**src/rtl/wb_arb_pkg.sv**
```systemverilog
// wb_arb_pkg: shared types for the 2:1 Wishbone arbiter.
// Provides the arbiter FSM state enum and the one-hot grant encodings
// used by grant_o and by the tie-break picker.
package wb_arb_pkg;
    typedef enum logic [1:0] {
        ARB_IDLE,
        ARB_GNT0,
        ARB_GNT1,
        ARB_DRAIN
    } arb_state_t;
    localparam logic [1:0] GNT_NONE = 2'b00;
    localparam logic [1:0] GNT_M0   = 2'b01;
    localparam logic [1:0] GNT_M1   = 2'b10;
endpackage

```
**src/rtl/wishbone_if.sv**
```systemverilog
// wishbone_if: Wishbone classic bus bundle.
// Signals: cyc, stb, we, adr, sel, dat_o (master write data),
//          dat_i (read data to master), ack.
// Modports: master drives the request side, slave drives dat_i/ack.
interface wishbone_if #(
    parameter int DATA_WIDTH = 32,
    parameter int ADDR_WIDTH = 32
);
    logic                    cyc;
    logic                    stb;
    logic                    we;
    logic [ADDR_WIDTH-1:0]   adr;
    logic [DATA_WIDTH/8-1:0] sel;
    logic [DATA_WIDTH-1:0]   dat_o;
    logic [DATA_WIDTH-1:0]   dat_i;
    logic                    ack;
    modport master (output cyc, stb, we, adr, sel, dat_o, input dat_i, ack);
    modport slave  (input cyc, stb, we, adr, sel, dat_o, output dat_i, ack);
endinterface

```
**src/rtl/wb_arb_pick.sv**
```systemverilog
// wb_arb_pick: combinational grant picker for two requesters.
// Ports: req  [1:0] - active requests (bit0 = m0, bit1 = m1)
//        last [1:0] - one-hot master granted most recently
//        gnt  [1:0] - one-hot pick, 00 when nothing requests
// Macro WB_ARB_ROUND_ROBIN_EN: ties go to the master not granted last;
// otherwise m0 always wins a tie and last is ignored.
module wb_arb_pick
    import wb_arb_pkg::*;
(
    input  logic [1:0] req,
    input  logic [1:0] last,
    output logic [1:0] gnt
);
`ifdef WB_ARB_ROUND_ROBIN_EN
    assign gnt = (req == 2'b11) ? ((last == GNT_M0) ? GNT_M1 : GNT_M0) : req;
`else
    logic unused_last;
    assign unused_last = ^last;
    assign gnt = req[0] ? GNT_M0 : req;
`endif
endmodule

```
**src/rtl/wb_arbiter_2to1.sv**
```systemverilog
// wb_arbiter_2to1: two-master to one-slave Wishbone classic arbiter.
// Ports: clk_i, rst_ni (async, active-low)
//        m0, m1  - wishbone_if.slave, fetch and data-memory masters
//        s       - wishbone_if.master, toward the SRAM controller
//        grant_o - one-hot current grant (bit0 m0, bit1 m1)
//        busy_o  - high whenever the FSM is not idle
// Macro WB_ARB_ROUND_ROBIN_EN: round-robin tie-break with a last-grant
// register; undefined gives fixed m0 priority.
module wb_arbiter_2to1
    import wb_arb_pkg::*;
#(
    parameter int DATA_WIDTH = 32,
    parameter int ADDR_WIDTH = 32
) (
    input  logic       clk_i,
    input  logic       rst_ni,
    wishbone_if.slave  m0,
    wishbone_if.slave  m1,
    wishbone_if.master s,
    output logic [1:0] grant_o,
    output logic       busy_o
);
    localparam int SEL_WIDTH = DATA_WIDTH / 8;

    arb_state_t state_q, state_d;
    logic       out_q, out_d;
    logic [1:0] req, last, pick;
    logic       g0, g1;

    assign req = {m1.cyc & m1.stb, m0.cyc & m0.stb};

`ifdef WB_ARB_ROUND_ROBIN_EN
    logic [1:0] last_q, last_d;
    assign last = last_q;
`else
    assign last = GNT_M1;
`endif

    wb_arb_pick u_pick (
        .req  (req),
        .last (last),
        .gnt  (pick)
    );

    always_ff @(posedge clk_i or negedge rst_ni) begin
        if (!rst_ni) begin
            state_q <= ARB_IDLE;
            out_q   <= 1'b0;
`ifdef WB_ARB_ROUND_ROBIN_EN
            last_q  <= GNT_M1;
`endif
        end else begin
            state_q <= state_d;
            out_q   <= out_d;
`ifdef WB_ARB_ROUND_ROBIN_EN
            last_q  <= last_d;
`endif
        end
    end

    // An access is outstanding from the edge the slave takes stb until its ack.
    assign out_d = s.ack ? 1'b0 : (s.cyc & s.stb) ? 1'b1 : out_q;

    always_comb begin
        state_d = state_q;
`ifdef WB_ARB_ROUND_ROBIN_EN
        last_d  = last_q;
`endif
        case (state_q)
            ARB_IDLE: begin
                if (pick != GNT_NONE) begin
                    state_d = pick[0] ? ARB_GNT0 : ARB_GNT1;
`ifdef WB_ARB_ROUND_ROBIN_EN
                    last_d  = pick;
`endif
                end
            end
            // An ack landing in the abort cycle already retires the access.
            ARB_GNT0:  if (!m0.cyc) state_d = (out_q && !s.ack) ? ARB_DRAIN : ARB_IDLE;
            ARB_GNT1:  if (!m1.cyc) state_d = (out_q && !s.ack) ? ARB_DRAIN : ARB_IDLE;
            ARB_DRAIN: if (s.ack) state_d = ARB_IDLE;
            default:   state_d = ARB_IDLE;
        endcase
    end

    assign g0 = (state_q == ARB_GNT0);
    assign g1 = (state_q == ARB_GNT1);

    assign s.cyc   = g0 ? m0.cyc   : g1 & m1.cyc;
    assign s.stb   = g0 ? m0.stb   : g1 & m1.stb;
    assign s.we    = g0 ? m0.we    : g1 & m1.we;
    assign s.adr   = g0 ? m0.adr   : g1 ? m1.adr   : {ADDR_WIDTH{1'b0}};
    assign s.sel   = g0 ? m0.sel   : g1 ? m1.sel   : {SEL_WIDTH{1'b0}};
    assign s.dat_o = g0 ? m0.dat_o : g1 ? m1.dat_o : {DATA_WIDTH{1'b0}};

    assign m0.ack   = g0 & s.ack;
    assign m1.ack   = g1 & s.ack;
    assign m0.dat_i = g0 ? s.dat_i : {DATA_WIDTH{1'b0}};
    assign m1.dat_i = g1 ? s.dat_i : {DATA_WIDTH{1'b0}};

    assign grant_o = g0 ? GNT_M0 : g1 ? GNT_M1 : GNT_NONE;
    assign busy_o  = (state_q != ARB_IDLE);
endmodule

```
**src/flat_wrapper.sv**
```systemverilog
// flat-port wrapper written by rule: the top's interface ports become plain ports
module wb_arbiter_2to1_flat import wb_arb_pkg::*;
#(
    parameter int DATA_WIDTH = 32,
    parameter int ADDR_WIDTH = 32
)
  (clk_i, rst_ni, grant_o, busy_o, m0_cyc, m0_stb, m0_we, m0_adr, m0_sel, m0_dat_o, m0_dat_i, m0_ack, m1_cyc, m1_stb, m1_we, m1_adr, m1_sel, m1_dat_o, m1_dat_i, m1_ack, s_cyc, s_stb, s_we, s_adr, s_sel, s_dat_o, s_dat_i, s_ack);
  wishbone_if #(.DATA_WIDTH(DATA_WIDTH), .ADDR_WIDTH(ADDR_WIDTH)) m0_i ();
  wishbone_if #(.DATA_WIDTH(DATA_WIDTH), .ADDR_WIDTH(ADDR_WIDTH)) m1_i ();
  wishbone_if #(.DATA_WIDTH(DATA_WIDTH), .ADDR_WIDTH(ADDR_WIDTH)) s_i ();
  input  logic clk_i;
  input  logic rst_ni;
  output logic [1:0] grant_o;
  output logic busy_o;
  input wire logic [$bits(m0_i.cyc)-1:0] m0_cyc;
  input wire logic [$bits(m0_i.stb)-1:0] m0_stb;
  input wire logic [$bits(m0_i.we)-1:0] m0_we;
  input wire logic [$bits(m0_i.adr)-1:0] m0_adr;
  input wire logic [$bits(m0_i.sel)-1:0] m0_sel;
  input wire logic [$bits(m0_i.dat_o)-1:0] m0_dat_o;
  output wire logic [$bits(m0_i.dat_i)-1:0] m0_dat_i;
  output wire logic [$bits(m0_i.ack)-1:0] m0_ack;
  input wire logic [$bits(m1_i.cyc)-1:0] m1_cyc;
  input wire logic [$bits(m1_i.stb)-1:0] m1_stb;
  input wire logic [$bits(m1_i.we)-1:0] m1_we;
  input wire logic [$bits(m1_i.adr)-1:0] m1_adr;
  input wire logic [$bits(m1_i.sel)-1:0] m1_sel;
  input wire logic [$bits(m1_i.dat_o)-1:0] m1_dat_o;
  output wire logic [$bits(m1_i.dat_i)-1:0] m1_dat_i;
  output wire logic [$bits(m1_i.ack)-1:0] m1_ack;
  output wire logic [$bits(s_i.cyc)-1:0] s_cyc;
  output wire logic [$bits(s_i.stb)-1:0] s_stb;
  output wire logic [$bits(s_i.we)-1:0] s_we;
  output wire logic [$bits(s_i.adr)-1:0] s_adr;
  output wire logic [$bits(s_i.sel)-1:0] s_sel;
  output wire logic [$bits(s_i.dat_o)-1:0] s_dat_o;
  input wire logic [$bits(s_i.dat_i)-1:0] s_dat_i;
  input wire logic [$bits(s_i.ack)-1:0] s_ack;
  assign m0_i.cyc = m0_cyc;
  assign m0_i.stb = m0_stb;
  assign m0_i.we = m0_we;
  assign m0_i.adr = m0_adr;
  assign m0_i.sel = m0_sel;
  assign m0_i.dat_o = m0_dat_o;
  assign m0_dat_i = m0_i.dat_i;
  assign m0_ack = m0_i.ack;
  assign m1_i.cyc = m1_cyc;
  assign m1_i.stb = m1_stb;
  assign m1_i.we = m1_we;
  assign m1_i.adr = m1_adr;
  assign m1_i.sel = m1_sel;
  assign m1_i.dat_o = m1_dat_o;
  assign m1_dat_i = m1_i.dat_i;
  assign m1_ack = m1_i.ack;
  assign s_cyc = s_i.cyc;
  assign s_stb = s_i.stb;
  assign s_we = s_i.we;
  assign s_adr = s_i.adr;
  assign s_sel = s_i.sel;
  assign s_dat_o = s_i.dat_o;
  assign s_i.dat_i = s_dat_i;
  assign s_i.ack = s_ack;
  wb_arbiter_2to1 #(.DATA_WIDTH(DATA_WIDTH), .ADDR_WIDTH(ADDR_WIDTH)) u_core (.clk_i(clk_i), .rst_ni(rst_ni), .m0(m0_i), .m1(m1_i), .s(s_i), .grant_o(grant_o), .busy_o(busy_o));
endmodule
```
**config.mk**
```make
export PLATFORM = sky130hd
export DESIGN_NAME = wb_arbiter_2to1_flat
export DESIGN_NICKNAME = d
export VERILOG_FILES = /design/src/rtl/wb_arb_pkg.sv /design/src/rtl/wishbone_if.sv /design/src/rtl/wb_arb_pick.sv /design/src/rtl/wb_arbiter_2to1.sv /design/src/flat_wrapper.sv
export SDC_FILE = /design/constraint.sdc
export NUM_CORES = 1
export LEC_CHECK = 0
export CAP_MARGIN = 20
export CORE_AREA = 2 2 124 126
export CTS_CLUSTER_DIAMETER = 50
export DETAILED_ROUTE_END_ITERATION = 8
export DIE_AREA = 0 0 126 128
export PLACE_DENSITY = 0.61
export SETUP_SLACK_MARGIN = 0.15
export SYNTH_ARGS = -nofsm -noshare
export SYNTH_HDL_FRONTEND = slang
export SYNTH_SLANG_ARGS = --single-unit
```
**constraint.sdc**
```tcl
create_clock -name clk_i -period 3.5 [get_ports clk_i]
set_input_delay 0.525 -clock clk_i [delete_from_list [all_inputs] [get_ports clk_i]]
set_output_delay 0.525 -clock clk_i [all_outputs]
set_load 0.01 [all_outputs]
```
Word level (Yosys, flattened, before mapping)
Index checks and enable logic that the tools add are counted.
{"block": "totals", "latch_bits": 0, "inputBits": 177, "output_inout_bits": 140, "n_memories": 0, "rom_bits": 0, "wordCells": 47, "ram_bits": 0, "ff_bits": 3}
{"block": "classes", "mul": 0, "n_lt_le_gt_ge": 0, "addsub": 0, "eq_ne": 7, "shifts": 0, "n_mux": 23, "n_reduce_logical": 7, "n_div": 0, "bitwise_logic": 8}
{"cell": "2-to-1 mux 32 bit", "n": 6}
{"cell": "2-to-1 mux 2 bit", "n": 9}
{"cell": "bitwise AND 1 bit", "n": 8}
{"cell": "2-to-1 mux 4 bit", "n": 2}
{"cell": "one-hot mux 2 bit (4 select lines)", "n": 1}
{"cell": "!= test 2 bit (second input constant)", "n": 3}
{"cell": "nonzero test 2 bit", "n": 3}
{"cell": "2-to-1 mux 1 bit", "n": 5}
{"cell": "equality test 2 bit (second input constant)", "n": 2}
{"cell": "AND reduction 4 bit", "n": 1}
{"cell": "equality test 2 x 1 -> 1 bit (second input constant)", "n": 1}
{"cell": "zero test 2 bit", "n": 1}
{"cell": "!= test 2 x 1 -> 1 bit (second input constant)", "n": 1}
{"cell": "logical AND 1 bit", "n": 1}
{"cell": "zero test 1 bit", "n": 1}

Logic depth before layout (Yosys ltp)
Gate-level depths: netlist of the first run.
{"block": "logic_depth", "depth_word": 6, "depth_mapped": 8, "ltp_nobuf": 6}

Modules after synthesis
Synthesis of the first run repeated with hierarchy kept, for this count alone.
{"block": "unflattened", "cells_unflattened": 197, "area_unflattened_um2": 1483.9}
{"mod": "wb_arbiter_2to1", "cells_per_inst": 195, "instances": 1, "area_each_um2": 1462.7}
{"mod": "wb_arb_pick", "cells_per_inst": 2, "instances": 1, "area_each_um2": 21.3}

Worst setup path after synthesis of the first run
OpenSTA, ideal clock, no wires.
{"block": "synth_timing", "path_kind": "register to output", "start": "reg u_core.state_q[1]", "end": "out s_dat_o[24]", "stages_incl_launch_ff": 7, "path_slack_ps": 1597, "t_required_ps": 2975, "t_arrival_ps": 1378, "cell_sequence": "dfrtp_1 -> inv_1 -> ha_1 -> buf_4 -> buf_6 -> buf_2 -> o21ai_0"}
{"element": "from (decl)", "line": "wb_arbiter_2to1.sv:25", "rtl": "arb_state_t state_q, state_d;"}
{"element": "from (signal assigned)", "line": "wb_arbiter_2to1.sv:53", "rtl": "state_q <= state_d;"}
{"element": "equality test 2 x 1 -> 1 bit", "line": "wb_arbiter_2to1.sv:86", "rtl": "assign g0 = (state_q == ARB_GNT0);"}
{"element": "net u_core.g0", "line": "wb_arbiter_2to1.sv:28", "rtl": "logic g0, g1;"}
{"element": "2-to-1 mux 32 bit", "line": "wb_arbiter_2to1.sv:94", "rtl": "assign s.dat_o = g0 ? m0.dat_o : g1 ? m1.dat_o : {DATA_WIDTH{1'b0}};"}
{"element": "to (decl)", "line": "flat_wrapper.sv:36", "rtl": "output wire logic [$bits(s_i.dat_o)-1:0] s_dat_o;"}
The timed path passes the listed nets, and every way through them passes these cells.

Final worst setup path of the first run
{"block": "layout_timing", "start": "reg u_core.state_q[0]", "end": "out s_we"}
{"block": "layout_via", "elab_chain_len": 3}
{"element": "equality test 2 bit", "line": "wb_arbiter_2to1.sv:87", "rtl": "assign g1 = (state_q == ARB_GNT1);"}
{"element": "bitwise AND 1 bit", "line": "wb_arbiter_2to1.sv:91", "rtl": "assign s.we = g0 ? m0.we : g1 & m1.we;"}
{"element": "2-to-1 mux 1 bit *", "line": "wb_arbiter_2to1.sv:91"}
{"element": "to (decl)", "line": "flat_wrapper.sv:33", "rtl": "output wire logic [$bits(s_i.we)-1:0] s_we;"}
Every way passes the cells marked *; elsewhere a longest branch is shown, timed or not.

==> results.yml, run 1 <==
placement:
  postPlaceCellArea_um2: 5060
  dpl.hpwl_um: 8871
  post-place-ws_ns: 0.6943
  numPortBuffers: 316
  gp_congestion: 0.7797
timing:
  period_minus_slack_ns: 2.987
  worst_pin_slew_ns: 0.4399
  finClkSkew_ns: 0.0002759
  drv_slew: 0
  holdWs_ns: 0.4969
  fmax_mhz: 334.8
  layout_setup_ws_ns: 0.5129
  rsz0062_at_grt: "false"
  fin_setup_tns_ns: 0
  slew_headroom_pct: 70.68
  period_share_pct: 85.35
  finalSetupViolCount: 0
  hold_viol: 0
grt:
  grt_max_degree: 53
  grt_pass1_wl_um: 15810
  grtUsageTotal_pct: 11.90
  groute.layer.met1.usage_pct: 14.76
  top_usage_layer: "met2"
  met2_usage_pct: 21.41
  grt_pass1_vias: 2912
  use_met3_pct: 2.838
  antenna_found_initial: 0
  grt_overflow: 0
critical_path:
  critPathLaunch: "u_core.state_q[0]$_DFFE_PN0P_"
  worst_setup_path_end_kind: "output port"
  r2r-start: "u_core.state_q[0]$_DFFE_PN0P_"
  cp_max_fo: 39
  timing.rr.end: "u_core.state_q[0]$_DFFE_PN0P_"
  crit_path_start_kind: "flip-flop"
  slowest_stage: "clkdlybuf4s50_1"
  required_ns: 2.97
  worstPathArrival_ns: 2.46
  path_class: "reg -> out"
  rrSetupSlack_ns: 1.83
  slowest_delay_ns: 0.56
  worstPathCellList: "inv_1 > ha_4 > buf_4 > nand2_1 > o21ai_0 > clkdlybuf4s50_1"
  cp-endpoint: "s_we"
  reg2reg_depth: 5
pwr:
  p_seq_share_pct: 2.4
  p_comb_share_pct: 90.3
  intPower_mw: 1.448
  switching_share_pct: 41.99
  cellLeakagePower_nw: 1.882
  switchingPower_mw: 1.048
  p_total_mw: 2.495
  p_clk_share_pct: 7.2
  max-vdd-ir-drop_uv: 266.1
  power_density_nw_per_um2: 485.6
finish:
  area_delta_synth_final_pct: 196.1
  fin_area_um2: 5139
  fin_nets: 816
  diodes: 0
  drive_gt1_share_pct: 1.743
  nFillCells: 1627
cts:
  cts.clk_slew.worst_paths_ns: 0.03
  cts_resized: 0
  cts.sinks: 3
  cts_made_buffers: 3
  clkLatencyLatePin_ns: 0.22
  clk_path_buf_depth: 2
  htree_levels: 1
  holdBufCountCts: 0
  cts_tree: "built"
  postCtsSetupBuffers: 0
  ctsRootBufferMaster: "clkbuf_16"
outcome:
  outcome: "finished, final reports clean"
yosys:
  synth.avg_cell_area_um2: 5.165
  ys_warn_count: 0
  syn_nets: 520
  ys_types: 19
  syn_area_um2: 1735
  synth_seq_cells: 3
  syn_inst: 336
  ys_seq_area_share_pct: 4.326
floorplan:
  num_rows: 45
  fp.dieW_um: 126
  io_pins: 317
  start_util_pct: 11.68
  die_h_um: 128
  core-area_um2: 14860
  dieArea_um2: 16130
routing:
  drt-total-wl_um: 10730
  postRouteAntennaNets: 0
  drt_first_pass_iters: 6
  drc_errors: 0
  viasPerCell: 3.872
  wire_per_inst_um: 13.10
  drtIter0Drc: 78
  dr_total_vias: 3171
job:
  maxCapViolations: 0
hold_path:
  hold_class: "in -> async"
[per-layer routing]
metal	part of all wire (%)	wire length [µm]
met1	42	4456
met2	50	5367
met3	7.8	832
met4	0.67	72
met5	0	0
[Yosys cell counts]
library cell  instances  area [µm²]
o21ai_0              30       150.1
buf_2                13       65.06
clkbuf_2              3       15.01
a21oi_1               3       15.01
and2_1               66       412.9
inv_1                 3       11.26
clkbuf_1              5       18.77
a31oi_1               1       6.260
ha_1                  7       87.58
dfrtp_1               3       75.07
nor2b_1               1       6.260
buf_6                 2       22.52
nor4bb_1              1       10.01
nand2_1             144       540.5
o21ai_1              41       205.2
mux2i_1               2       20.02
buf_4                 8       60.06
nor2_1                1       3.750
nand3_1               2       10.01
[worst min-delay path by stage]
stage / from / endpoint / cells after the start
finish: rst_ni / u_core.state_q[1]$_DFFE_PN0P_ / 1
global route: rst_ni / u_core.state_q[1]$_DFFE_PN0P_ / 1
CTS: rst_ni / u_core.out_q$_DFFE_PN0P_ / 1
detailed placement: u_core.out_q$_DFFE_PN0P_ / u_core.out_q$_DFFE_PN0P_ / 2
global placement: u_core.out_q$_DFFE_PN0P_ / u_core.out_q$_DFFE_PN0P_ / 2
floorplan: rst_ni / u_core.out_q$_DFFE_PN0P_ / 0
[layout by cell type (no fill, tap or decap), drive strengths merged]
cell type / synthesis / routed
a21oi: 3 / 3
clkdlybuf4s50: 0 / 316
clkbuf: 8 / 4
nor4bb: 1 / 1
mux2i: 2 / 2
nor2: 1 / 1
buf: 23 / 6
a31oi: 1 / 1
nor2b: 1 / 1
and2: 66 / 66
dfrtp: 3 / 3
ha: 7 / 7
nand2: 144 / 144
inv: 3 / 3
nand3: 2 / 2
o21ai: 71 / 71
[through the flow]
stage / cells / util (%)
finish: 819 / 34.57
global route: 819 / 34.57
CTS: 819 / 34.57
detailed placement: 815 / 34.04
global placement: 815 / 34.04
floorplan: 336 / -
[power by group through the flow]
stage / sequential (mW) / clock (mW) / combinational, mW
2_1_floorplan: 0.0544 / 0 / 0.998
3_3_place_gp: 0.0599 / 0 / 2.28
3_5_place_dp: 0.0612 / 0 / 2.28
4_1_cts: 0.0609 / 0.183 / 2.29
5_1_grt: 0.0633 / 0.188 / 2.44
6_report: 0.0604 / 0.181 / 2.25
[sequential cells by signal (all words and copies together), names as in the netlist]
register	count
u_core.out_q	1
u_core.state_q	2
[critical path, delay by kind of cell (launching register included)]
| kind | cells | cell delay [ns] |
|---|---|---|
| adders and majority gates | 1 | 0.46 |
| DFF | 1 | 0.42 |
| AOI/OAI and AO/OA | 1 | 0.15 |
| and+or+nand+nor | 1 | 0.09 |
| buffers and inverters | 3 | 1.10 |
[area by class of cell]
type / count / area (µm²) / share of cell area [%]
clock buffers: 4 / 78.83 / 1.534
repair buffers: 322 / 3246 / 63.16
multi-input cells: 299 / 1493 / 29.05
flip-flops and latches: 3 / 75.07 / 1.461
inverters: 3 / 11.26 / 0.2191
well taps: 188 / 235.2 / 4.578
[kinds of logic after synthesis]
| kind of cell | count (synthesis) | synth area share [%] |
|---|---|---|
| simple gates | 215 | 56.67 |
| compound gates | 75 | 21.70 |
| flops | 3 | 4.326 |
| mux | 2 | 1.154 |
| buf+inv | 34 | 11.10 |
| fa+ha+maj | 7 | 5.047 |
(Power assumes the default switching activity.)
==> run 2, diff against run 1 <==
--- a/config.mk
+++ b/config.mk
@@ -5,13 +5,16 @@
 export SDC_FILE = /design/constraint.sdc
 export NUM_CORES = 1
 export LEC_CHECK = 0
+export ABC_AREA = 1
 export CAP_MARGIN = 20
-export CORE_AREA = 2 2 124 126
+export CORE_AREA = 2 2 123 125
+export CTS_BUF_LIST = sky130_fd_sc_hd__clkbuf_8
 export CTS_CLUSTER_DIAMETER = 50
 export DETAILED_ROUTE_END_ITERATION = 8
-export DIE_AREA = 0 0 126 128
-export PLACE_DENSITY = 0.61
+export DIE_AREA = 0 0 125 127
+export PLACE_DENSITY = 0.63
 export SETUP_SLACK_MARGIN = 0.15
+export SLEW_MARGIN = 15
 export SYNTH_ARGS = -nofsm -noshare
 export SYNTH_HDL_FRONTEND = slang
 export SYNTH_SLANG_ARGS = --single-unit
==> results.yml, run 2 <==
outcome:
  outcome: "finished, final reports clean"
floorplan:
  io_pins: 317
  num_rows: 44
  die_h_um: 127
  core-area_um2: 14420
  start_util_pct: 13.17
  fp.dieW_um: 125
  dieArea_um2: 15880
yosys:
  ys_async_sr_fraction_pct: 100.0
  synthFlopType: "dfrtp_1"
  synthXorXnorAreaFrac_pct: 0
  synth-adder-area-share_pct: 4.611
  synth_top_family_by_area: "simple AND/OR/NAND/NOR gates"
  syn_area_um2: 1899
  ys_warn_count: 0
  ys_types: 11
  ys_seq_area_share_pct: 3.953
  synth_common_cells: "nand2_1 (224), nand3_1 (75), inv_1 (72)"
  syn_nets: 602
  syn_inst: 418
  synth.top_cell.area_share_pct: 44.27
  synth_compound_area_share_pct: 0.2635
  synth_area_leaders: "nand2_1 (44%), nand3_1 (20%), inv_1 (14%), buf_6 (4.7%), ha_1 (4.6%)"
  synth_seq_cells: 3
  synth-edff-count: 0
  synth-simple-area-share_pct: 64.62
  synth.most_common_cell: "nand2_1"
  synthMuxAreaShare_pct: 0
  yosysTopAreaCell: "nand2_1"
  synth.avg_cell_area_um2: 4.544
finish:
  diodes: 0
  mostFrequentLayoutCells: "clkdlybuf4s50_1 (316), nand2_1 (224), nand3_1 (75)"
  area_delta_synth_final_pct: 173.5
  largest_reg_flops: 2
  nFillCells: 1565
  top_regs: "u_core.state_q: 2 flops, u_core.out_q: 1 flops"
  layout_commonest_cell: "clkdlybuf4s50_1"
  fin_nets: 897
  top_register: "u_core.state_q"
  drive_gt1_share_pct: 1.685
grt:
  grt_pass1_vias: 3381
  antenna_found_initial: 0
  grt_overflow: 0
  grt_max_degree: 73
  grt_pass1_wl_um: 17340
  grtUsageTotal_pct: 13.14
timing:
  period_share_pct: 85.60
  rsz0062_at_grt: "false"
  hold_viol: 0
  finClkSkew_ns: 0.003595
  fin_setup_tns_ns: 0
  holdWs_ns: 0.4909
  finalSetupViolCount: 0
  worst_pin_slew_ns: 0.7703
  drv_slew: 0
  slew_headroom_pct: 48.65
  period_minus_slack_ns: 2.996
  fmax_mhz: 333.8
cts:
  cts_tree: "built"
  holdBufCountCts: 0
  cts_resized: 0
  cts.sinks: 3
  cts.clk_slew.worst_paths_ns: 0.03
  ctsRootBufferMaster: "clkbuf_8"
  htree_levels: 1
  clkLatencyLatePin_ns: 0.22
  clk_path_buf_depth: 2
  postCtsSetupBuffers: 0
  cts_made_buffers: 3
critical_path:
  worstPathArrival_ns: 2.47
  reg2reg_depth: 7
  worstSetupPathDepth: 6
  worstPathCellList: "inv_1 > ha_2 > buf_4 > nand2_1 > nand2_1 > clkdlybuf4s50_1"
  cpMostUsedCell: "nand2_1"
  worst_setup_path_end_kind: "output port"
  r2r-start: "u_core.state_q[1]$_DFFE_PN0P_"
  slowest_delay_ns: 0.57
  path_class: "reg -> out"
  cp_max_fo: 72
  crit_path_start_kind: "flip-flop"
  cpLargestDelayFamily: "buffers and inverters"
  rrSetupSlack_ns: 1.63
  timing.rr.end: "u_core.out_q$_DFFE_PN0P_"
  required_ns: 2.97
  cp-endpoint: "s_adr[7]"
  critPathLaunch: "u_core.state_q[1]$_DFFE_PN0P_"
  slowest_stage: "buf_4"
  crit_buf_inv: 3
placement:
  dpl.hpwl_um: 9081
  gp_congestion: 0.7868
  numPortBuffers: 316
routing:
  wire_per_inst_um: 12.59
  drt_first_pass_iters: 4
  dr_total_vias: 3474
  drc_errors: 0
  drtIter0Drc: 142
  postRouteAntennaNets: 0
  viasPerCell: 3.877
  drt-total-wl_um: 11280
pwr:
  cellLeakagePower_nw: 2.696
  p_seq_share_pct: 2.1
  max-vdd-ir-drop_uv: 308.1
  intPower_mw: 1.643
  power_density_nw_per_um2: 594.0
  p_comb_share_pct: 94.6
  switchingPower_mw: 1.443
  switching_share_pct: 46.76
  p_clk_share_pct: 3.2
job:
  maxCapViolations: 0
hold_path:
  hold_class: "in -> async"
## run 2: cell count changes in the layout (fill, tap and decap cells not counted), sizes merged, moves of 2 or more
| cell | change |
|---|---|
| and2 | -66 |
| nor2 | +2 |
| nand2 | +80 |
| inv | +71 |
| mux2i | -2 |
| o21ai | -71 |
| a21oi | -2 |
| nand3 | +73 |
## run 2: cells by family (layout without fill, tap and decap cells)
logic type | count (synthesis) | in the layout
fa+ha+maj | 7 | 7
flops | 3 | 3
buf+inv | 105 | 399
compound gates | 1 | 1
simple gates | 302 | 302
## run 2: final cells by class
class                   instances  area (µm²)  share of cell area, %
repair buffers                322        3233                  62.24
multi-input cells             310        1335                  25.70
inverters                      73       276.5                  5.323
well taps                     184       230.2                  4.432
flip-flops and latches          3       75.07                  1.445
clock buffers                   3       41.29                 0.7948
clock inverters                 1       3.754                0.07225
## run 2: worst min path at each step
stage                                          endpoint  slack [ns]
after floorplan                u_core.out_q$_DFFE_PN0P_        0.23
after global placement         u_core.out_q$_DFFE_PN0P_        0.51
after detailed placement       u_core.out_q$_DFFE_PN0P_        0.51
after CTS                      u_core.out_q$_DFFE_PN0P_        0.49
after global routing           u_core.out_q$_DFFE_PN0P_        0.50
final                     u_core.state_q[0]$_DFFE_PN0P_        0.49
## run 2: through the flow
step | setup WS, ns | std cells | area (µm²) | utilization [%] | power (mW)
5_1_grt | 0.3176 | 896 | 5195 | 36.02 | 3.371
3_3_place_gp | 0.7561 | 892 | 5150 | 35.70 | 3.024
4_1_cts | 0.4865 | 896 | 5195 | 36.02 | 3.130
3_5_place_dp | 0.7230 | 892 | 5150 | 35.70 | 3.019
2_1_floorplan | 1.710 | 418 | 1899 | - | 1.464
6_report | 0.5041 | 896 | 5195 | 36.02 | 3.086
## run 2: power by group through the flow
stage	combinational [mW]	clock (mW)	sequential, mW
after global placement	2.96	0	0.0657
after floorplan	1.40	0	0.0605
final	2.92	0.100	0.0660
after global routing	3.20	0.105	0.0702
after detailed placement	2.95	0	0.0665
after CTS	2.96	0.101	0.0661
## run 2: routing by layer
layer	GRT usage, %	vias to the layer above	wire length [µm]
met5	0	-	0
met4	1.569	0	68
met3	3.015	10	972
met2	25.13	181	5781
met1	15.34	1464	4462
li1	-	1819	-
==> run 3, diff against run 2 <==
--- a/config.mk
+++ b/config.mk
@@ -12,6 +12,7 @@
 export CTS_CLUSTER_DIAMETER = 50
 export DETAILED_ROUTE_END_ITERATION = 8
 export DIE_AREA = 0 0 125 127
+export GPL_TIMING_DRIVEN = 0
 export PLACE_DENSITY = 0.63
 export SETUP_SLACK_MARGIN = 0.15
 export SLEW_MARGIN = 15
==> results.yml, run 3 (same netlist as run 2, synthesis figures left out) <==
critical_path:
  cp-endpoint: "s_dat_o[26]"
  path_class: "reg -> out"
  r2r-start: "u_core.state_q[0]$_DFFE_PN0P_"
  critPathLaunch: "u_core.state_q[1]$_DFFE_PN0P_"
  slowest_delay_ns: 0.53
  required_ns: 2.97
  worstPathArrival_ns: 2.40
  timing.rr.end: "u_core.state_q[1]$_DFFE_PN0P_"
  reg2reg_depth: 9
  worstPathCellList: "inv_1 > ha_1 > buf_6 > inv_4 > buf_2 > nand3_1 > nand2_1 > clkdlybuf4s50_1"
  crit_path_start_kind: "flip-flop"
  rrSetupSlack_ns: 1.97
  slowest_stage: "clkdlybuf4s50_1"
  worst_setup_path_end_kind: "output port"
  cp_max_fo: 10
cts:
  postCtsSetupBuffers: 0
  ctsRootBufferMaster: "clkbuf_8"
  htree_levels: 1
  cts.clk_slew.worst_paths_ns: 0.03
  cts.sinks: 3
  cts_made_buffers: 3
  cts_tree: "built"
  cts_resized: 0
  holdBufCountCts: 0
  clkLatencyLatePin_ns: 0.21
  clk_path_buf_depth: 2
placement:
  numPortBuffers: 316
  dpl.hpwl_um: 10510
  numPlacedInstances: 918
  gp_congestion: 0.7992
timing:
  slew_headroom_pct: 77.45
  hold_viol: 0
  fin_setup_tns_ns: 0
  finClkSkew_ns: 0.001117
  worst_pin_slew_ns: 0.3383
  period_share_pct: 83.60
  finalSetupViolCount: 0
  period_minus_slack_ns: 2.926
  rsz0062_at_grt: "false"
  drv_slew: 0
  fmax_mhz: 341.8
floorplan:
  io_pins: 317
  start_util_pct: 13.17
  core-area_um2: 14420
  fp.dieW_um: 125
  num_rows: 44
  dieArea_um2: 15880
  die_h_um: 127
routing:
  drt-total-wl_um: 12340
  drc_errors: 0
  wire_per_inst_um: 13.38
  postRouteAntennaNets: 0
  viasPerCell: 3.892
  drtIter0Drc: 121
  dr_total_vias: 3588
  drt_first_pass_iters: 4
finish:
  mostFrequentLayoutCells: "clkdlybuf4s50_1 (316), nand2_1 (224), nand3_1 (75)"
  largest_reg_flops: 2
  top_regs: "u_core.state_q: 2 flops, u_core.out_q: 1 flops"
  area_delta_synth_final_pct: 181.0
  nFillCells: 1550
  post-route-util_pct: 37.01
  diodes: 0
  seqCellArea_um2: 75.07
  layout_commonest_cell: "clkdlybuf4s50_1"
  final-instance-count-excl-fill: 922
  drive_gt1_share_pct: 4.878
  top_register: "u_core.state_q"
  multi_input_area_um2: 1320
  fin_nets: 923
grt:
  grtUsageTotal_pct: 14.07
  antenna_found_initial: 1
  grt_pass1_wl_um: 18260
  grt_pass1_vias: 3453
  grt_max_degree: 11
  grt_overflow: 0
outcome:
  outcome: "finished, final reports clean"
pwr:
  power_density_nw_per_um2: 611.3
  max-vdd-ir-drop_uv: 282.2
  cellLeakagePower_nw: 2.816
hold_path:
  hold_class: "in -> async"
job:
  maxCapViolations: 0
-- run 3: changes by cell type in the layout (fill, tap and decap cells not counted), sizes merged --
cell / change
buf: +26
-- run 3: worst max-delay path, delay by kind of cell (launching register included) --
kind	cells	cell delay [ns]
simple gates	2	0.28
buf+inv	5	1.24
fa+ha+maj	1	0.23
flops	1	0.43
-- run 3: worst min path at each step --
| stage | start | end | slack [ns] | cells past startpoint |
|---|---|---|---|---|
| final | rst_ni | u_core.state_q[0]$_DFFE_PN0P_ | 0.49 | 1 |
| after detailed placement | u_core.out_q$_DFFE_PN0P_ | u_core.out_q$_DFFE_PN0P_ | 0.52 | 2 |
| after global routing | rst_ni | u_core.state_q[0]$_DFFE_PN0P_ | 0.50 | 1 |
| after floorplan | rst_ni | u_core.out_q$_DFFE_PN0P_ | 0.23 | 0 |
| after CTS | rst_ni | u_core.state_q[0]$_DFFE_PN0P_ | 0.49 | 1 |
| after global placement | u_core.out_q$_DFFE_PN0P_ | u_core.out_q$_DFFE_PN0P_ | 0.51 | 2 |
-- run 3: metal layers --
layer / wire [µm] / track usage (%) / up-vias
met2: 6593 / 28.48 / 175
li1: - / - / 1868
met1: 4707 / 15.30 / 1545
met4: 0 / 0.8497 / 0
met3: 1038 / 3.559 / 0
met5: 0 / 0 / -
-- run 3: report_power, final --
group	leakage (nW)	internal [mW]	switching [mW]	total (mW)
clock	0.0269	0.0746	0.0224	0.0970
combinational	2.75	1.62	1.49	3.10
sequential	0.0397	0.0479	0.0175	0.0654
total	2.82	1.74	1.52	3.26
-- run 3: metrics by stage --
step	cell area [µm²]	worst slack, ns	power [mW]	hold WS, ns
6_report	5338	0.5739	3.263	0.4950
3_3_place_gp	5293	0.7585	3.206	0.5115
3_5_place_dp	5293	0.7121	3.210	0.5163
2_1_floorplan	1899	1.710	1.464	0.2294
4_1_cts	5338	0.4771	3.328	0.4926
5_1_grt	5338	0.4241	3.545	0.5011
-- run 3: cell type report --
type / instances / area share, %
inverter: 73 / 5.180
tap: 184 / 4.313
buffer: 32 / 4.266
multi-input combinational: 310 / 24.73
timing repair buffer: 316 / 59.26
sequential: 3 / 1.406
clock buffer: 3 / 0.7736
clock inverter: 1 / 0.07032
